## src/rtl/imem_pkg.sv

```systemverilog
// Shared types and constants for the boot-time instruction-memory loader.
package imem_pkg;

  localparam int unsigned MEM_WORDS_DEF = 144;
  localparam int unsigned WORD_BYTES    = 4;
  localparam int unsigned BYTE_SHIFT    = 2;
  localparam int unsigned WORD_W        = 8 * WORD_BYTES;

  typedef enum logic [2:0] {
    ST_IDLE,
    ST_LEN_HI,
    ST_LEN_LO,
    ST_DATA,
    ST_CSUM,
    ST_DONE,
    ST_ERR
  } state_t;

endpackage

```

## src/rtl/imem_word_assembler.sv

```systemverilog
// Packs the UART byte stream into big-endian 32-bit words.
// IMEM_LOADER_CHECKSUM_EN adds a running XOR of every accepted byte.
module imem_word_assembler
  import imem_pkg::*;
(
  input  logic              clk,
  input  logic              reset,
  input  logic              clear,
  input  logic              byte_en,
  input  logic [7:0]        byte_data,
  output logic [WORD_W-1:0] word_c,
  output logic              word_ready_c
`ifdef IMEM_LOADER_CHECKSUM_EN
  ,
  output logic [7:0]        csum
`endif
);

  logic [1:0]        byte_idx;
  logic [WORD_W-9:0] shift_q;

  // Only the three most recent bytes need storing; the fourth comes straight from the input.
  always_ff @(posedge clk) begin
    if (reset || clear) begin
      byte_idx <= 2'd0;
      shift_q  <= '0;
    end else if (byte_en) begin
      byte_idx <= byte_idx + 2'd1;
      shift_q  <= {shift_q[WORD_W-17:0], byte_data};
    end
  end

  assign word_c       = {shift_q, byte_data};
  assign word_ready_c = byte_en && (byte_idx == 2'd3);

`ifdef IMEM_LOADER_CHECKSUM_EN
  always_ff @(posedge clk) begin
    if (reset || clear) begin
      csum <= 8'h00;
    end else if (byte_en) begin
      csum <= csum ^ byte_data;
    end
  end
`endif

endmodule

```

## src/rtl/imem_loader.sv

```systemverilog
// Loads a length-prefixed big-endian instruction image from the UART into instruction RAM.
// Define IMEM_LOADER_CHECKSUM_EN to require a trailing XOR checksum byte.
module imem_loader
  import imem_pkg::*;
#(
  parameter int unsigned MEM_WORDS = MEM_WORDS_DEF,
  parameter int unsigned ADDR_W    = 31,
  parameter int unsigned CNT_W     = 16
) (
  input  logic              clk,
  input  logic              reset,
  input  logic              start,
  input  logic [7:0]        rx_data,
  input  logic              rx_valid,
  output logic              busy,
  output logic              wr_en,
  output logic [ADDR_W-1:0] wr_addr,
  output logic [WORD_W-1:0] wr_data,
  output logic              done,
  output logic              error,
  output logic [CNT_W-1:0]  words_loaded
);

  state_t            state, state_nxt;
  logic [7:0]        len_hi_q, len_hi_nxt;
  logic [CNT_W-1:0]  len_q, len_nxt;
  logic [CNT_W-1:0]  n_c, wl_inc_c;
  logic              busy_nxt, wr_en_nxt, done_nxt, error_nxt;
  logic [ADDR_W-1:0] wr_addr_nxt;
  logic [WORD_W-1:0] wr_data_nxt;
  logic [CNT_W-1:0]  words_loaded_nxt;
  logic              clear_c, byte_en_c, words_full_c, word_ready_c;
  logic [WORD_W-1:0] word_c;
`ifdef IMEM_LOADER_CHECKSUM_EN
  logic [7:0]        csum;
`endif

  assign n_c          = CNT_W'({len_hi_q, rx_data});
  assign wl_inc_c     = words_loaded + CNT_W'(1);
  assign words_full_c = (words_loaded == len_q);
  assign clear_c      = start && ((state == ST_IDLE) || (state == ST_ERR));
  assign byte_en_c    = rx_valid && (state == ST_DATA) && !words_full_c;

  imem_word_assembler u_asm (
    .clk          (clk),
    .reset        (reset),
    .clear        (clear_c),
    .byte_en      (byte_en_c),
    .byte_data    (rx_data),
    .word_c       (word_c),
    .word_ready_c (word_ready_c)
`ifdef IMEM_LOADER_CHECKSUM_EN
    ,
    .csum         (csum)
`endif
  );

  always_ff @(posedge clk) begin
    if (reset) begin
      state        <= ST_IDLE;
      len_hi_q     <= 8'h00;
      len_q        <= '0;
      busy         <= 1'b0;
      wr_en        <= 1'b0;
      wr_addr      <= '0;
      wr_data      <= '0;
      done         <= 1'b0;
      error        <= 1'b0;
      words_loaded <= '0;
    end else begin
      state        <= state_nxt;
      len_hi_q     <= len_hi_nxt;
      len_q        <= len_nxt;
      busy         <= busy_nxt;
      wr_en        <= wr_en_nxt;
      wr_addr      <= wr_addr_nxt;
      wr_data      <= wr_data_nxt;
      done         <= done_nxt;
      error        <= error_nxt;
      words_loaded <= words_loaded_nxt;
    end
  end

  // Next-state and next-output logic; every output is registered from these values.
  always_comb begin
    state_nxt        = state;
    len_hi_nxt       = len_hi_q;
    len_nxt          = len_q;
    busy_nxt         = busy;
    wr_en_nxt        = 1'b0;
    wr_addr_nxt      = wr_addr;
    wr_data_nxt      = wr_data;
    done_nxt         = 1'b0;
    error_nxt        = error;
    words_loaded_nxt = words_loaded;

    unique case (state)
      ST_IDLE, ST_ERR: begin
        if (start) begin
          state_nxt        = ST_LEN_HI;
          busy_nxt         = 1'b1;
          error_nxt        = 1'b0;
          words_loaded_nxt = '0;
        end
      end
      ST_LEN_HI: begin
        if (rx_valid) begin
          len_hi_nxt = rx_data;
          state_nxt  = ST_LEN_LO;
        end
      end
      ST_LEN_LO: begin
        if (rx_valid) begin
          len_nxt = n_c;
          if (n_c > CNT_W'(MEM_WORDS)) begin
            state_nxt = ST_ERR;
            busy_nxt  = 1'b0;
            error_nxt = 1'b1;
          end else if (n_c == '0) begin
`ifdef IMEM_LOADER_CHECKSUM_EN
            state_nxt = ST_CSUM;
`else
            state_nxt = ST_DONE;
            done_nxt  = 1'b1;
            busy_nxt  = 1'b0;
`endif
          end else begin
            state_nxt = ST_DATA;
          end
        end
      end
      ST_DATA: begin
        // Completion is seen one cycle after the last write so done trails wr_en.
        if (words_full_c) begin
          state_nxt = ST_DONE;
          done_nxt  = 1'b1;
          busy_nxt  = 1'b0;
        end else if (word_ready_c) begin
          wr_en_nxt        = 1'b1;
          wr_data_nxt      = word_c;
          wr_addr_nxt      = ADDR_W'(words_loaded) << BYTE_SHIFT;
          words_loaded_nxt = wl_inc_c;
`ifdef IMEM_LOADER_CHECKSUM_EN
          if (wl_inc_c == len_q) state_nxt = ST_CSUM;
`endif
        end
      end
`ifdef IMEM_LOADER_CHECKSUM_EN
      ST_CSUM: begin
        if (rx_valid) begin
          busy_nxt = 1'b0;
          if (rx_data == csum) begin
            state_nxt = ST_DONE;
            done_nxt  = 1'b1;
          end else begin
            state_nxt = ST_ERR;
            error_nxt = 1'b1;
          end
        end
      end
`endif
      ST_DONE: begin
        state_nxt = ST_IDLE;
      end
      default: begin
        state_nxt = ST_IDLE;
        busy_nxt  = 1'b0;
      end
    endcase
  end

endmodule

```

## config.mk

```make
export PLATFORM = sky130hd
export DESIGN_NAME = imem_loader
export DESIGN_NICKNAME = d
export VERILOG_FILES = /design/src/rtl/imem_pkg.sv /design/src/rtl/imem_word_assembler.sv /design/src/rtl/imem_loader.sv
export SDC_FILE = /design/constraint.sdc
export NUM_CORES = 1
export LEC_CHECK = 0
export ABC_AREA = 1
export CAP_MARGIN = 20
export CORE_UTILIZATION = 50
export CTS_CLUSTER_SIZE = 12
export DETAILED_ROUTE_END_ITERATION = 16
export GPL_TIMING_DRIVEN = 0
export PLACE_DENSITY = 0.81
export SYNTH_ARGS = -nofsm -noshare
export SYNTH_HDL_FRONTEND = slang
export SYNTH_SLANG_ARGS = --single-unit
```

## constraint.sdc

```tcl
create_clock -name clk -period 2.65 [get_ports clk]
set_clock_uncertainty 0.2 [all_clocks]
set_input_delay 0.265 -clock clk [delete_from_list [all_inputs] [get_ports clk]]
set_output_delay 0.265 -clock clk [all_outputs]
set_load 0.1 [all_outputs]
```

Word-level counts from Yosys, hierarchy flattened
Cells that the tools add are included.

word-level totals
  register bits = 121
  input port bits = 12
  output and inout port bits = 83

cells by class
  add/sub/neg operators = 2
  $lt $le $gt $ge = 1
  eq/ne operators = 15
  muxes and demuxes = 27
  bitwise logic cells = 3
  reduce and logical (&&, ||, !) cells = 21

operator list
  kind                   number
  $mux 16                3
  $pmux 16 s2            1
  $mux 3                 6
  $add 16x1->16 const B  1
  $eq 16x16->1           1
  $gt 16x8->1 const B    1
  $logic_not 16->1       1
  $mux 1                 13
  $ne 2x2->1 const B     6
  $pmux 3 s4             1
  $reduce_and 4->1       3
  $eq 3x2->1 const B     2
  $eq 3x3->1 const B     2
  $reduce_and 5->1       1
  $logic_and 1x1->1      4
  $pmux 1 s2             2
  $pmux 1 s4             1
  $reduce_and 2->1       2
  $reduce_bool 2->1      2
  $reduce_or 2->1        2
  $eq 3x1->1 const B     1
  $logic_not 3->1        1
  $ne 3x3->1 const B     1
  $not 1->1              3
  7 further kinds        8

Logic depth before layout (Yosys ltp)
Gate-level depths: netlist of run 1.

  depth in word-level cells = 7
  mapped depth = 15

By module
From an unflattened synthesis of run 1, not the netlist that was laid out.

second synthesis, totals
  cells, all modules = 813
  area, all modules = 5,557.8 um2

modules (own cells, without submodules)
  module               instances  cells an instance  area each (um2)
  imem_loader          1          638                4,395.5
  imem_word_assembler  1          175                1,162.4

Worst setup path after synthesis of run 1
OpenSTA, ideal clock, no wires.

  kind = reg2reg
  start = reg words_loaded[11]
  end = reg wr_data[23]
  data arrival time = 2,224 ps
  required time = 2,334 ps
  path slack = 110 ps
  stages on the path, launching flop included = 16
  buffers on the path = 2
  cells stage by stage = dfxtp_1 -> buf_2 -> inv_2 -> nand2_1 -> nand2_1 -> nor2_1 -> nand2_1 -> nor2_2 -> nand2_4 -> nand2_8 -> inv_4 -> nand3_4 -> inv_4 -> buf_6 -> nand2_2 -> nand2_1

between the ends
  longest elaborated chain between the ends = 5
  elaborated cells on any way between the ends = 6
  classes of those cells = eq/ne: 1; bitwise: 1; reduce/logical: 4

ends and longest elaborated chain
  element                              line                       source
  start: declaration                   imem_loader.sv:21          output logic [CNT_W-1:0] words_loaded
  start signal: assignment             imem_loader.sv:80          words_loaded <= words_loaded_nxt;
  $eq 16x16->1 *                       imem_loader.sv:40          assign words_full_c = (words_loaded == len_q);
  $logic_not 1->1                      imem_loader.sv:42          assign byte_en_c = rx_valid && (state == ST_DATA) && !words_full_c;
  $logic_and 1x1->1                    imem_loader.sv:42
  $logic_and 1x1->1                    imem_word_assembler.sv:34  assign word_ready_c = byte_en && (byte_idx == 2'd3);
  $reduce_and 3->1 (no source line) *  -
  end signal: assignment               imem_loader.sv:77          wr_data <= wr_data_nxt;
  end: declaration                     imem_loader.sv:18          output logic [WORD_W-1:0] wr_data,

Mark *: on every way between the ends. The rest lies on a longest branch, timed or not.
A chain may end at the register's enable or synchronous reset.

Final worst setup path of run 1
  start = reg error
  end = out error

RTL lines
  element                   line               source
  start: declaration        imem_loader.sv:20  output logic error,
  start signal: assignment  imem_loader.sv:79  error <= error_nxt;

No word-level cell between the ends.

==> results of run 1 <==
## report_power, final
group	internal (mW)	total (mW)	switching [mW]
Sequential	1.99	2.18	0.190
Combinational	0.484	1.83	1.35
Clock	1.36	2.26	0.903
## per-stage QoR
step / utilization [%] / total power [mW]
detailed placement: 61.1 / 4.04
finish: 66.8 / 6.28
global placement: 61.1 / 4.01
CTS: 66.7 / 6.26
global route: 66.8 / 6.57
floorplan: - / 3.62
## registers in the layout (all words and copies together) (netlist names)
name and count:
wr_en 1, len_q 16, len_hi_q 8, state 3
u_asm.shift_q 24, done 1, wr_data 32, u_asm.byte_idx 2
busy 1, wr_addr 16, error 1, words_loaded 16
## path summary, 6_finish.rpt
| check | startpoint | endpoint | slack (ps) | cells after the start |
|---|---|---|---|---|
| worst min-delay path | wr_addr[4] | wr_addr[4] | 260 | 2 |
| worst min register to register | wr_addr[4] | wr_addr[4] | 260 | 2 |
| worst max register to register | u_asm.byte_idx[0] | words_loaded[0] | 330 | 7 |
| worst max-delay path | error | error | 120 | 1 |
## routing by layer
metal	track usage, %	share of wire (%)	up-vias
met1	34.1	42	2495
met3	6.24	6.1	35
met2	48.6	49	197
met4	13.1	2.9	0
li1	-	-	2583
met5	0	0	-
## layout make-up
cell class / instances / area [um2] / area share [%]
inverter: 64 / 245 / 3.56
buffer: 51 / 298 / 4.32
multi-input combinational: 514 / 2390 / 34.7
clock buffer: 17 / 414 / 6.01
sequential: 121 / 2420 / 35.1
timing repair buffer: 79 / 783 / 11.4
clock inverter: 15 / 166 / 2.41
tap: 136 / 170 / 2.47
## cell usage in the layout, fill, tap and decap left out, types with 2 or more instances in the layout
cell type and count:
clkbuf_16 16, inv_1 48, xor2_1 5, nor3_1 9
buf_6 3, o22ai_1 2, dlymetal6s2s_1 3, clkdlybuf4s50_1 63
a21oi_1 72, a211oi_1 2, clkbuf_1 16, inv_2 12
clkinvlp_4 2, conb_1 15, clkinv_2 2, nor2_4 2
dfxtp_1 121, nand4_1 4, inv_6 5, inv_4 2
nor2_1 96, nand3_1 59, nor2_2 3, nor3b_1 2
nand2_4 2, o21ai_2 2, clkinv_1 2, buf_4 19
dlygate4sd2_1 12, nand3_4 2, ha_1 2, o21ai_0 68
nand2_2 9, nand2_1 152, bufinv_16 2, buf_1 3
buf_2 10, clkinv_4 3
## timing repair
item,CTS,global route
hold endpoints to repair,1,0
endpoints found under the setup margin,12,3
resized for setup,12,3
hold buffers,1,0
## logic make-up (layout without fill, tap and decap cells)
group / after synthesis / in the layout / synth area share (%)
DFF: 121 / 121 / 45.6
xor gates and xnor gates: 5 / 5 / 0.825
buffers and inverters: 115 / 226 / 10.2
adders and majority gates: 2 / 2 / 0.471
and+or+nand+nor: 343 / 343 / 28.2
other: 1 / 15 / 0.0707
AOI/OAI and AO/OA: 149 / 149 / 14.5
## worst register-to-register path, cell delays in order (launching register included)
cell	delay, ps
dfxtp_1	350
ha_1	150
buf_1	540
nand3_4	260
nand2_4	140
clkinv_1	270
a21oi_1	250
nor2_1	60
==> out/metrics.cfg, run 1 <==
[logic_synthesis]
ys_seq_area_share_pct=45.6
yosysUniqueCellTypes=35
syn_area_um2=5310
yosys.area.top_type=dfxtp_1
yosysMostFrequentCell=nand2_1
yosysWarnings=0
avgSynthCellArea_um2=7.21
synth-edff-count=0
ys_ff_latch=121
synthCells=736
synthTopCellsByCount=nand2_1 (152), dfxtp_1 (121), nor2_1 (96), a21oi_1 (72), o21ai_0 (68)
ys.flop_type=dfxtp_1
synthTopCellsByArea=dfxtp_1 (46%), nand2_1 (11%), a21oi_1 (6.8%), nor2_1 (6.8%), o21ai_0 (6.4%)
yosysTopAreaCellShare_pct=45.6
synthArstFlopShare_pct=0

[floorplan]
io_pins=95
die_x_um=105
rows=37
core_area_um2=10300
initial_core_util_pct=51.4
dieArea_um2=11000
fp.dieH_um=105

[drt]
ant_nets=0
route.detailed.drc=0
vias=5310
drtIter0Drc=321
viasPerCell=5.33
wirelength_um=15100
routedWlPerCell_um=15.1
dr.pass1.iters=5

[worst_setup_path]
cp.required_ps=2180
worstPathMaxFanout=2
critical_path_arrival_ps=2060
slowest_delay_ps=1150
cp-start-kind=flop
cp_slowest_cell=clkdlybuf4s50_1
path_class=flop to output pin
path_delay_family=buffers and inverters
path_buf_inv=1
crit_chain=clkdlybuf4s50_1
end_kind=output pin

[placement]
gp_congestion=0.876
dpl_worst_slack_ps=348
port-buffer-count=78
dpl-instance-area_um2=6310
dp_cells=964
dp_hpwl_um=10600

[pwr]
powerDensity_nw_per_um2=910
ir_drop_uv=507
p_leak_nw=2.84

[finish]
nNetsFinal=862
num_antenna_cells=0
fillerInstances=856
area_growth_pct=29.9
finalNonFillerCells=997
drive_gt1_share_pct=11.6
final_area_um2=6890

[cts]
max-clock-path-buffers=2
cts_buffers=17
cts_tree=built
path_clk_slew_ps=60
clock-sinks=121
cts_setup_buffers=0
htreeDepth=4
clock_latency_ps=520
cts-root-buf=clkbuf_8

[sta]
rsz0062_at_grt=false
setup-violations-final=0
slew_headroom_pct=32.7
fmax_mhz=396
period_needed_ps=2530
slew_violations=0
fin_setup_tns_ps=0
period_share_pct=95.3
hold_violations=0
worst-slew-pin-transition_ps=1010
fin_ws_ps=123
hold-worst-slack_ps=261

[worst_hold_path]
hp-class=flop to flop

[run]
drv_cap=0

[run_status]
status=finished clean

[global_route]
grt_pass1_vias=5001
grt_start_max_net_pins=17
antenna_found_initial=0
grtUsageTotal_pct=28.4
grt_pass1_wl_um=24200
grt_overflow_total=0

No activity file was read; power rests on OpenSTA's default activity.
==> run 2, diff against run 1 <==
- CTS_BUF_LIST: unset -> sky130_fd_sc_hd__clkbuf_16
==> out/metrics.cfg, run 2 (same netlist as run 1, synthesis figures left out) <==
[finish]
seq_area_um2=2420  ; unchanged
num_antenna_cells=0  ; unchanged
drive_gt1_share_pct=11.6  ; +0.014 points
fillerInstances=853  ; -0.35%
max_flop_register=wr_data
finalNonFillerCells=996  ; -0.10%
final_common_cell=nand2_1
nNetsFinal=861  ; -0.12%
largest_reg_flops=32  ; unchanged
final_cell_mix=nand2_1 (152), dfxtp_1 (121), nor2_1 (96), clkdlybuf4s50_1 (74), a21oi_1 (72)
area_growth_pct=30.2
final_util_pct=66.9  ; +0.15 points
final_area_um2=6910  ; +0.22%
multi_input_area_um2=2390  ; unchanged
top_regs=wr_data x32, u_asm.shift_q x24

[floorplan]
io_pins=95  ; unchanged
die_x_um=105  ; unchanged
dieArea_um2=11000  ; unchanged
rows=37  ; unchanged
initial_core_util_pct=51.4  ; unchanged
core_area_um2=10300  ; unchanged
fp.dieH_um=105  ; unchanged

[cts]
cts_setup_buffers=0  ; unchanged
cts_hold_buf=0  ; -1
cts_tree=built
path_clk_slew_ps=60  ; about the same
max-clock-path-buffers=2  ; unchanged
cts_buffers=17  ; unchanged
htreeDepth=4  ; unchanged
cts-root-buf=clkbuf_16
clock-sinks=121  ; unchanged
clock_latency_ps=410  ; -110 ps

[placement]
gp_congestion=0.876  ; unchanged
port-buffer-count=78  ; unchanged
dp_cells=964  ; unchanged
dpl_worst_slack_ps=348  ; unchanged
dpl-instance-area_um2=6310  ; unchanged
dp_hpwl_um=10600  ; unchanged

[pwr]
powerDensity_nw_per_um2=920  ; +1.1%
seqPwrFrac_pct=34.4  ; -0.4 points
p_comb_share_pct=29.3  ; about the same
switching_share_pct=38.5  ; -0.37 points
internal_power_mw=3.91  ; +1.9%
power_switching_mw=2.45  ; +0.33%
p_leak_nw=2.80  ; -1.6%
ir_drop_uv=505  ; -0.39%
clock_power_share_pct=36.3  ; +0.3 points

[worst_setup_path]
cp.required_ps=2180  ; about the same
end_kind=output pin
path_class=flop to output pin
worstPathMaxFanout=7  ; +5
crit_chain=clkdlybuf4s50_1
cp_slowest_cell=clkdlybuf4s50_1
cp-start-kind=flop
path_delay_family=buffers and inverters
path_buf_inv=1  ; unchanged
critical_path_arrival_ps=2120  ; +60 ps
slowest_delay_ps=1200  ; +50 ps

[sta]
fin_ws_ps=66.2  ; -57.0 ps
worst-slew-pin-transition_ps=1010  ; +0.205 ps
slew_headroom_pct=32.7  ; about the same
slew_violations=0  ; unchanged
rsz0062_at_grt=false
period_share_pct=97.5  ; +2.2 points
period_needed_ps=2580  ; +57.0 ps
fin_setup_tns_ps=0  ; unchanged
fmax_mhz=387  ; -2.2%
hold_violations=0  ; unchanged
setup-violations-final=0  ; unchanged

[drt]
viasPerCell=5.30  ; -0.58%
drtIter0Drc=320  ; -0.31%
routedWlPerCell_um=15.2  ; +0.36%
ant_nets=0  ; unchanged
wirelength_um=15100  ; +0.26%
dr.pass1.iters=5  ; unchanged
vias=5274  ; -0.68%
route.detailed.drc=0  ; unchanged

[global_route]
grt_pass1_vias=5020  ; +0.38%
grt_pass1_wl_um=24300  ; +0.31%
grt_start_max_net_pins=17  ; unchanged
grtUsageTotal_pct=28.4  ; unchanged
grt_overflow_total=0  ; unchanged
antenna_found_initial=0  ; unchanged

[run]
drv_cap=0  ; unchanged

[run_status]
status=finished clean

[worst_hold_path]
hp-class=input pin to flop

run 2: cell types whose count changed in the layout (fill, tap and decap cells not counted):
cell | previous run | this run
clkdlybuf4s50_1 | 63 | 74
clkbuf_8 | 1 | 0
dlygate4sd3_1 | 1 | 0
clkbuf_16 | 16 | 17
dlygate4sd2_1 | 12 | 1
run 2: what timing repair did:
action	CTS	global route
hold endpoints to repair	0	0
endpoints found under the setup margin	1	3
cloned	0	0
gates resized for setup	1	3
run 2: cell type report:
cell class                      count  area share [%]
Multi-Input combinational cell    514            34.7
Clock inverter                     15            2.41
Clock buffer                       17            6.16
Tap cell                          136            2.46
Timing Repair Buffer               78            11.4
Sequential cell                   121            35.1
Buffer                             51            4.31
Inverter                           64            3.55
run 2: worst paths after layout:
path | startpoint | endpoint | slack (ps) | cells past startpoint
worst max-delay path | words_loaded[1] | words_loaded[1] | 70 | 1
worst min-delay path | reset | done | 60 | 2
worst max register to register | u_asm.byte_idx[0] | words_loaded[0] | 330 | 7
worst min register to register | wr_addr[4] | wr_addr[4] | 260 | 2
run 2: routing by layer:
metal  GRT usage, %  vias up  part of all wire (%)  wire (um)
met1           34.2     2446                    42       6290
met4           11.2        0                   2.5        371
met3           6.80       34                   6.8       1030
met5              0        -                     0          0
met2           48.9      218                    49       7400
li1               -     2576                     -          -
run 2: stage by stage:
stage / hold slack (ps) / power, mW
after floorplan: 162 / 3.62
after global placement: 250 / 4.01
after detailed placement: 255 / 4.04
after CTS: 69.4 / 6.34
after global routing: 71.1 / 6.65
final: 62.0 / 6.36
run 2: power by group through the flow:
stage / combinational, mW / sequential (mW) / clock, mW
final: 1.86 / 2.18 / 2.31
after global routing: 2.03 / 2.21 / 2.41
after CTS: 1.85 / 2.18 / 2.31
after detailed placement: 1.83 / 2.22 / 0
after global placement: 1.81 / 2.21 / 0
after floorplan: 1.07 / 2.55 / 0
